[src/rtl/ps2_pkg.sv]
// Shared types and scancode constants for the PS/2 keyboard front end:
// frame FSM states, set-2 scancodes and the key index used for held bits.
package ps2_pkg;

  typedef enum logic [1:0] {
    IDLE,
    DATA,
    PARITY,
    STOP
  } frame_state_t;

  localparam logic [7:0] SC_EXT    = 8'hE0;
  localparam logic [7:0] SC_BRK    = 8'hF0;
  localparam logic [7:0] SC_UP     = 8'h75;
  localparam logic [7:0] SC_DOWN   = 8'h72;
  localparam logic [7:0] SC_LEFT   = 8'h6B;
  localparam logic [7:0] SC_RIGHT  = 8'h74;
  localparam logic [7:0] SC_ENTER  = 8'h5A;
  localparam logic [7:0] SC_ESCAPE = 8'h76;
  localparam logic [7:0] SC_PAUSE  = 8'h4D;
  localparam logic [7:0] SC_RESET  = 8'h2D;
  localparam logic [7:0] SC_PLUS   = 8'h79;
  localparam logic [7:0] SC_MINUS  = 8'h7B;

  typedef enum logic [3:0] {
    K_UP, K_DOWN, K_LEFT, K_RIGHT,
    K_ENTER, K_ESCAPE, K_PAUSE, K_RESET, K_PLUS, K_MINUS
  } key_idx_t;

  localparam int NUM_KEYS = 10;

  // One-hot key vector for a code; the extended flag must match the key exactly.
  function automatic logic [NUM_KEYS-1:0] key_match(input logic ext, input logic [7:0] code);
    logic [NUM_KEYS-1:0] m;
    m = '0;
    if (ext) begin
      case (code)
        SC_UP:    m[K_UP]    = 1'b1;
        SC_DOWN:  m[K_DOWN]  = 1'b1;
        SC_LEFT:  m[K_LEFT]  = 1'b1;
        SC_RIGHT: m[K_RIGHT] = 1'b1;
        default:  ;
      endcase
    end else begin
      case (code)
        SC_ENTER:  m[K_ENTER]  = 1'b1;
        SC_ESCAPE: m[K_ESCAPE] = 1'b1;
        SC_PAUSE:  m[K_PAUSE]  = 1'b1;
        SC_RESET:  m[K_RESET]  = 1'b1;
        SC_PLUS:   m[K_PLUS]   = 1'b1;
        SC_MINUS:  m[K_MINUS]  = 1'b1;
        default:   ;
      endcase
    end
    return m;
  endfunction

endpackage

[src/rtl/ps2_frame_rx.sv]
// PS/2 frame receiver: pin synchronizers, clock glitch filter, 11-bit frame
// FSM with odd-parity/stop checking and an inter-edge timeout.
module ps2_frame_rx
  import ps2_pkg::*;
#(
  parameter int FILTER_LEN     = 4,
  parameter int TIMEOUT_CYCLES = 25000
) (
  input  logic       clk,
  input  logic       reset_n,
  input  logic       i_ps2_clk,
  input  logic       i_ps2_data,
  output logic       o_byte_valid,
  output logic [7:0] o_byte_data,
  output logic       o_frame_err
);

  localparam int FCW = $clog2(FILTER_LEN + 1);
  localparam int TOW = $clog2(TIMEOUT_CYCLES);

  logic           r_clk_s1, r_clk_s2, r_data_s1, r_data_s2;
  logic           r_clk_filt;
  logic [FCW-1:0] r_filt_cnt;
  logic           w_filt_flip, w_fall;

  frame_state_t   r_state, w_next_state;
  logic [7:0]     r_shift;
  logic [2:0]     r_bit_cnt;
  logic           r_parity;
  logic [TOW-1:0] r_to_cnt;
  logic           w_good, w_bad, w_timeout;
  logic           r_byte_valid, r_frame_err;
  logic [7:0]     r_byte_data;

  // NOTE: synchronizer and filter reset to 1 so leaving reset looks like an idle bus, not an edge.
  always_ff @(posedge clk) begin
    if (!reset_n) begin
      r_clk_s1   <= 1'b1;
      r_clk_s2   <= 1'b1;
      r_data_s1  <= 1'b1;
      r_data_s2  <= 1'b1;
      r_clk_filt <= 1'b1;
      r_filt_cnt <= '0;
    end else begin
      r_clk_s1  <= i_ps2_clk;
      r_clk_s2  <= r_clk_s1;
      r_data_s1 <= i_ps2_data;
      r_data_s2 <= r_data_s1;
      if (r_clk_s2 == r_clk_filt) begin
        r_filt_cnt <= '0;
      end else if (w_filt_flip) begin
        r_clk_filt <= r_clk_s2;
        r_filt_cnt <= '0;
      end else begin
        r_filt_cnt <= r_filt_cnt + 1'b1;
      end
    end
  end

  assign w_filt_flip = (r_clk_s2 != r_clk_filt) && (r_filt_cnt == FCW'(FILTER_LEN - 1));
  assign w_fall      = w_filt_flip && r_clk_filt;

  // NOTE: non-blocking assignments for every register so all flops sample pre-edge values.
  always_ff @(posedge clk) begin
    if (!reset_n) r_state <= IDLE;
    else          r_state <= w_next_state;
  end

  // NOTE: every output of this block gets a default first, so no latch is inferred.
  always_comb begin
    w_next_state = r_state;
    w_good       = 1'b0;
    w_bad        = 1'b0;
    w_timeout    = (r_state != IDLE) && !w_fall && (r_to_cnt == TOW'(TIMEOUT_CYCLES - 1));
    case (r_state)
      IDLE:    if (w_fall && !r_data_s2) w_next_state = DATA;
      DATA:    if (w_fall && r_bit_cnt == 3'd7) w_next_state = PARITY;
      PARITY:  if (w_fall) w_next_state = STOP;
      STOP: begin
        if (w_fall) begin
          w_next_state = IDLE;
          if (r_data_s2 && (^{r_shift, r_parity})) w_good = 1'b1;
          else                                     w_bad  = 1'b1;
        end
      end
      default: w_next_state = IDLE;
    endcase
    if (w_timeout) w_next_state = IDLE;
  end

  always_ff @(posedge clk) begin
    if (!reset_n) begin
      r_shift      <= '0;
      r_bit_cnt    <= '0;
      r_parity     <= 1'b0;
      r_to_cnt     <= '0;
      r_byte_valid <= 1'b0;
      r_frame_err  <= 1'b0;
      r_byte_data  <= '0;
    end else begin
      r_byte_valid <= w_good;
      r_frame_err  <= w_bad | w_timeout;
      if (w_good) r_byte_data <= r_shift;
      if (r_state == IDLE || w_fall) r_to_cnt <= '0;
      else                           r_to_cnt <= r_to_cnt + 1'b1;
      if (w_fall) begin
        case (r_state)
          IDLE:    r_bit_cnt <= '0;
          DATA: begin
            r_shift   <= {r_data_s2, r_shift[7:1]};
            r_bit_cnt <= r_bit_cnt + 1'b1;
          end
          PARITY:  r_parity <= r_data_s2;
          default: ;
        endcase
      end
    end
  end

  assign o_byte_valid = r_byte_valid;
  assign o_frame_err  = r_frame_err;
  assign o_byte_data  = r_byte_data;

endmodule

[src/rtl/ps2_key_decoder.sv]
// PS/2 keyboard to game-control decoder: E0/F0 prefix tracking, key matching,
// held levels for arrows and press pulses for the command keys.
module ps2_key_decoder
  import ps2_pkg::*;
#(
  parameter int FILTER_LEN     = 4,
  parameter int TIMEOUT_CYCLES = 25000
) (
  input  logic       clk,
  input  logic       reset_n,
  input  logic       PS2_CLK,
  input  logic       PS2_DATA,
  output logic       up,
  output logic       down,
  output logic       left,
  output logic       right,
  output logic       enter,
  output logic       escape,
  output logic       pause,
  output logic       reset,
  output logic       plus,
  output logic       minus,
  output logic       frame_err,
  output logic       byte_valid,
  output logic [7:0] byte_data
);

  logic                w_byte_valid, w_frame_err;
  logic [7:0]          w_byte_data;
  logic [NUM_KEYS-1:0] w_match;
  logic                r_ext, r_brk;
  logic [NUM_KEYS-1:0] r_held, r_pulse;

  ps2_frame_rx #(
    .FILTER_LEN    (FILTER_LEN),
    .TIMEOUT_CYCLES(TIMEOUT_CYCLES)
  ) u_rx (
    .clk         (clk),
    .reset_n     (reset_n),
    .i_ps2_clk   (PS2_CLK),
    .i_ps2_data  (PS2_DATA),
    .o_byte_valid(w_byte_valid),
    .o_byte_data (w_byte_data),
    .o_frame_err (w_frame_err)
  );

  assign w_match = key_match(r_ext, w_byte_data);

  // Pulses fire only on a held 0->1 edge, so typematic repeats stay silent.
  always_ff @(posedge clk) begin
    if (!reset_n) begin
      r_ext   <= 1'b0;
      r_brk   <= 1'b0;
      r_held  <= '0;
      r_pulse <= '0;
    end else begin
      r_pulse <= '0;
      if (w_frame_err) begin
        r_ext <= 1'b0;
        r_brk <= 1'b0;
      end else if (w_byte_valid) begin
        if (w_byte_data == SC_EXT) begin
          r_ext <= 1'b1;
        end else if (w_byte_data == SC_BRK) begin
          r_brk <= 1'b1;
        end else begin
          r_ext <= 1'b0;
          r_brk <= 1'b0;
          if (r_brk) begin
            r_held <= r_held & ~w_match;
          end else begin
            r_held  <= r_held | w_match;
            r_pulse <= w_match & ~r_held;
          end
        end
      end
    end
  end

  assign up         = r_held[K_UP];
  assign down       = r_held[K_DOWN];
  assign left       = r_held[K_LEFT];
  assign right      = r_held[K_RIGHT];
  assign enter      = r_pulse[K_ENTER];
  assign escape     = r_pulse[K_ESCAPE];
  assign pause      = r_pulse[K_PAUSE];
  assign reset      = r_pulse[K_RESET];
  assign plus       = r_pulse[K_PLUS];
  assign minus      = r_pulse[K_MINUS];
  assign frame_err  = w_frame_err;
  assign byte_valid = w_byte_valid;
  assign byte_data  = w_byte_data;

endmodule

[config.mk]
export PLATFORM = sky130hd
export DESIGN_NAME = ps2_key_decoder
export DESIGN_NICKNAME = d
export VERILOG_FILES = /design/src/rtl/ps2_pkg.sv /design/src/rtl/ps2_frame_rx.sv /design/src/rtl/ps2_key_decoder.sv
export SDC_FILE = /design/constraint.sdc
export NUM_CORES = 1
export LEC_CHECK = 0
export CAP_MARGIN = 10
export CORE_MARGIN = 1
export CORE_UTILIZATION = 26
export CTS_BUF_LIST = sky130_fd_sc_hd__clkbuf_4 sky130_fd_sc_hd__clkbuf_8 sky130_fd_sc_hd__clkbuf_16
export DETAILED_ROUTE_END_ITERATION = 6
export HOLD_SLACK_MARGIN = 0.02
export PLACE_DENSITY_LB_ADDON = 0.05
export RECOVER_POWER = 50
export REMOVE_ABC_BUFFERS = 1
export SETUP_SLACK_MARGIN = 0.2
export SLEW_MARGIN = 0
export SYNTH_ARGS = -nofsm -noshare
export SYNTH_HDL_FRONTEND = slang
export SYNTH_SLANG_ARGS = --single-unit
[constraint.sdc]
create_clock -name clk -period 3.5 [get_ports clk]
set_clock_uncertainty 0.2 [all_clocks]
set_input_delay 0.35 -clock clk [delete_from_list [all_inputs] [get_ports clk]]
set_output_delay 0.35 -clock clk [all_outputs]
set_load 0.05 [all_outputs]
# After elaboration in Yosys (flattened, before gate mapping)
# Index checks and enable logic that the tools add are counted.
[classes]
n_bitwise = 12
reduce_logical = 27
eq_ne = 25
n_mul = 0
order_cmp = 0
div = 0
addsub = 3
mux = 28
shift = 0
[ops]
columns = ["operator", "n"]
rows = [
  ["$eq A8 B7 Y1 const B", 9],
  ["$and A10 B10 Y10", 2],
  ["$not A10 Y10", 2],
  ["$mux W1", 19],
  ["$eq A8 B8 Y1 const B", 2],
  ["$add A15 B1 Y15 const B", 1],
  ["$eq A15 B15 Y1 const B", 1],
  ["$reduce_and A2 Y1", 6],
  ["$mux W10", 1],
  ["$or A10 B10 Y10", 1],
  ["$reduce_xor A9 Y1", 1],
  ["$eq A8 B6 Y1 const B", 1],
  ["$mux W2", 4],
  ["$ne A2 B1 Y1 const B", 4],
  ["$pmux W2 S4", 1],
  ["$reduce_and A4 Y1", 2],
  ["$logic_and A1 B1 Y1", 7],
  ["$add A3 B1 Y3 const B", 2],
  ["$mux W6", 1],
  ["$not A1 Y1", 6],
  ["$pmux W3 S2", 1],
  ["$reduce_or A2 Y1", 3],
  ["$reduce_or A6 Y1", 1],
  ["$eq A2 B2 Y1 const B", 2],
  ["13 further kinds", 15],
]
[word_totals]
memories = 0
out_inout_bits = 20
rom_bits = 0
ramBits = 0
input_bits = 4
register_bits = 69
latchBits = 0

# Logic depth before layout (Yosys ltp)
[logic_depth]
depth_word = 7
depth_mapped = 8
mapped_depth_nobuf = 6

# Hierarchy
# Synthesis repeated with hierarchy kept, for this count alone.
[unflattened]
cells_unflattened = 316
hier_area_um2 = 2956.6
[by_module_without_submodules]
columns = ["mod", "area_each_um2", "instances", "seq_area_each_um2", "cells_per_inst"]
rows = [
  ["ps2_frame_rx", 2092.0, 1, 940.9, 228],
  ["ps2_key_decoder", 864.6, 1, 360.3, 88],
]

# Worst setup path before layout
# Ideal clock, no wire load.
[synth_path]
path_type = "flip-flop to flip-flop"
startpoint = "register u_rx.r_byte_data[6], in the netlist u_rx.o_byte_data[6]"
endpoint = "register with a tool-made name"
stages_incl_launch_ff = 5
setup_ps = 67
path_slack_ps = 1285
synth_period_minus_slack_ps = 2215
t_arrival_ps = 1948
path_cell_list = "dfxtp_1 > or4b_1 > or3_1 > or3_1 > a21oi_2"
[synth_lines]
columns = ["element", "line", "source"]
rows = [
  ["from (decl)", "ps2_frame_rx.sv:33", "logic [7:0] r_byte_data;"],
  ["from (signal assigned)", "ps2_frame_rx.sv:103", "if (w_good) r_byte_data <= r_shift;"],
]

# Final worst setup path
[layout_path]
startpoint = "register u_rx.r_byte_data[4], in the netlist u_rx.o_byte_data[4]"
endpoint = "output port byte_data[4]"
[layout_lines]
columns = ["element", "line", "source"]
rows = [
  ["to (decl)", "ps2_key_decoder.sv:25", "output logic [7:0] byte_data"],
]
# No word-level cell between the ends.

==> impl_metrics.yaml <==
run_status:
  status: "finished, final reports clean"
sta:
  rsz0062_at_grt: "false"
  period_share: 0.678
  fin_crit_ns: 2.37
  relSlewSlack: 0.522
  worst_slack_ns: 1.13
  hold_viol: 0
  tightest_slew_ns: 0.707
  fmax_mhz: 421
  slew_violations: 0
  tns_ns: 0
  setup_viol: 0
power:
  p_comb_frac: 0.015
  p_per_area_mw_per_mm2: 385
  switchingPower_w: 0.000306
  vdd_drop_max_v: 0.000119
  swShare: 0.233
  leakagePower_nw: 1.14
  pwr-share-seq: 0.565
  p_int_w: 0.00101
  clkPwrFrac: 0.420
detailed_routing:
  wl_per_cell_um: 13.4
  drt_iter0_markers: 82
  drc_errors: 0
  drt-pass1-iter-count: 4
  wl_mm: 6.59
  ant_nets: 0
  vias_per_cell: 4.60
  vias: 2252
final_layout:
  multi_input_area_mm2: 0.00149
  fillers: 1184
  postLayoutCoreUtil: 0.316
  regArea_mm2: 0.00130
  final_cell_mix: "dfxtp_1 (65), nand2_1 (45), nor2_1 (31)"
  syn_to_final_growth_pct: 18.9
  antennaDiodeCount: 0
  layout_commonest_cell: "dfxtp_1"
  drive_gt1_frac: 0.0657
  nNetsFinal: 358
min_path:
  hold_class: "reg -> reg"
clock_tree:
  tritoncts: "yes"
  cts_buffers: 9
  post_cts_buffers: 0
  h-tree-depth: 3
  clock-sinks: 65
  cts_resized: 0
  hold_buffers: 0
  clock_latency_ns: 0.34
  clkTransAtPathRegs_ns: 0.07
  cts_buffer_depth: 2
  cts-root-buf: "clkbuf_8"
grt:
  grt_pass1_vias: 2170
  grt_max_degree: 19
  gr-usage-all-layers: 0.127
  antenna_found_initial: 0
  grt_first_pass_wirelength_mm: 11.1
  gr-total-overflow: 0
place:
  place_ws_ns: 1.09
  place_congestion: 0.739
  dp_hpwl_mm: 4.68
  placement.io_buffers: 23
flow_run:
  maxCapViolCount: 0
setup_path:
  crit_type: "reg -> out"
  max_stage_delay_ns: 0.89
  critical_path_arrival_ns: 1.82
  slowest_stage: "clkdlybuf4s50_1"
  cp_top_family: "buffers and inverters"
  end_kind: "output port"
  path_cells: "clkdlybuf4s50_1"
  crit_required_ns: 2.95
  cp-start-kind: "flip-flop"
  cp_num_buf_inv: 1
  critPathMaxFanout: 12
floorplanning:
  core-area_mm2: 0.0108
  dieWidth_um: 107
  boundaryPins: 24
  start_util: 0.266
  die_area_mm2: 0.0115
  die_h_um: 107
  num_rows: 38
logic_synthesis:
  synth-seq-cells: 65
  synthCells: 320
  synth_top_area_frac: 0.453
  ys_seq_area_frac: 0.453
  syn-mean-instance-area_um2: 8.98
  synth.area.top_cells: "dfxtp_1 (45%), nand2_1 (5.9%), mux2i_1 (5.2%)"
  ys_types: 42
  syn_area_mm2: 0.00287
  post-synth-top-area-cell: "dfxtp_1"
  yosysWarnings: 0
-- worst reg2reg max path, cell delays in order (launching register included) --
cell and delay [ns]:
dfxtp_1 0.32, ha_1 0.19, ha_1 0.22, and3b_1 0.29, nor4_1 0.54, nand2_1 0.09
a221oi_1 0.34
-- layout make-up --
cell class,instances,area share
multi-input cells,233,0.436
flip-flops and latches,65,0.381
repair buffers,25,0.0707
well taps,140,0.0513
clock buffers,10,0.0385
inverters,11,0.0121
clock inverters,6,0.0103
-- Yosys cell counts --
library cell,number
or4_1,3
a21oi_2,1
mux2i_1,15
nor3b_1,1
nor2_1,31
dfxtp_1,65
nand3_1,8
or3_1,8
xnor2_1,15
a21oi_1,18
a21o_1,3
or4b_1,2
and2_1,2
a221oi_1,1
inv_1,11
and3b_1,2
xnor3_1,1
nor2b_1,2
or2_2,3
o21bai_2,1
and3_1,1
buf_1,1
o21ai_0,7
nor4_1,11
o211ai_1,1
nand4b_1,5
or4bb_1,1
and4b_1,1
nand2b_1,7
o31ai_1,1
nand4_1,4
nor4bb_1,1
ha_1,9
a22oi_1,2
xor3_1,1
a211oi_1,1
clkbuf_1,10
nand3b_1,4
mux2i_4,1
xor2_1,3
nor3_1,10
nand2_1,45
-- routing by layer --
metal,GRT usage,up-vias,share of wire
li1,-,1156,-
met4,0.0744,0,0.028
met3,0.0237,15,0.029
met5,0,-,0
met1,0.172,1045,0.51
met2,0.188,36,0.44
-- worst paths after layout --
| kind | startpoint | to | slack [ns] | depth (start not counted) |
|---|---|---|---|---|
| min | u_rx.r_clk_s1$_SDFF_PN1_ | u_rx.r_clk_s2$_SDFF_PN1_ | 0.21 | 1 |
| min reg2reg | u_rx.r_clk_s1$_SDFF_PN1_ | u_rx.r_clk_s2$_SDFF_PN1_ | 0.21 | 1 |
| max | u_rx.o_byte_data[4]$_SDFFE_PN0P_ | byte_data[4] | 1.13 | 1 |
| max reg2reg | u_rx.r_filt_cnt[0]$_SDFF_PP0_ | u_rx.o_frame_err$_SDFF_PN0_ | 1.20 | 6 |
-- stage by stage --
stage | std cells | cell area (µm²) | hold slack [ns] | total power (W)
after floorplan | 309 | 2830 | 0.186 | 0.000768
after global routing | 490 | 3410 | 0.223 | 0.00138
after CTS | 490 | 3420 | 0.214 | 0.00135
final | 490 | 3410 | 0.210 | 0.00131
after detailed placement | 474 | 3250 | 0.197 | 0.000781
after global placement | 474 | 3250 | 0.192 | 0.000781
-- power groups by stage --
stage / Sequential, W / Combinational [W] / Clock [W]
4_1_cts: 0.000743 / 0.0000210 / 0.000589
5_1_grt: 0.000743 / 0.0000220 / 0.000618
3_5_place_dp: 0.000760 / 0.0000208 / 0
3_3_place_gp: 0.000760 / 0.0000205 / 0
2_1_floorplan: 0.000760 / 0.00000793 / 0
6_report: 0.000743 / 0.0000195 / 0.000551
-- logic make-up (layout without fill, tap and decap cells) --
logic type,after synthesis,after routing,synth area share
AO/OA/AOI/OAI,36,36,0.0745
flip-flops,65,65,0.453
multiplexers,16,16,0.0601
buffers and inverters,22,52,0.0287
AND/OR/NAND/NOR,152,152,0.274
XOR/XNOR,20,20,0.0710
adder cells (fa/ha/maj),9,9,0.0392
Power figures use the tool's default switching activity.
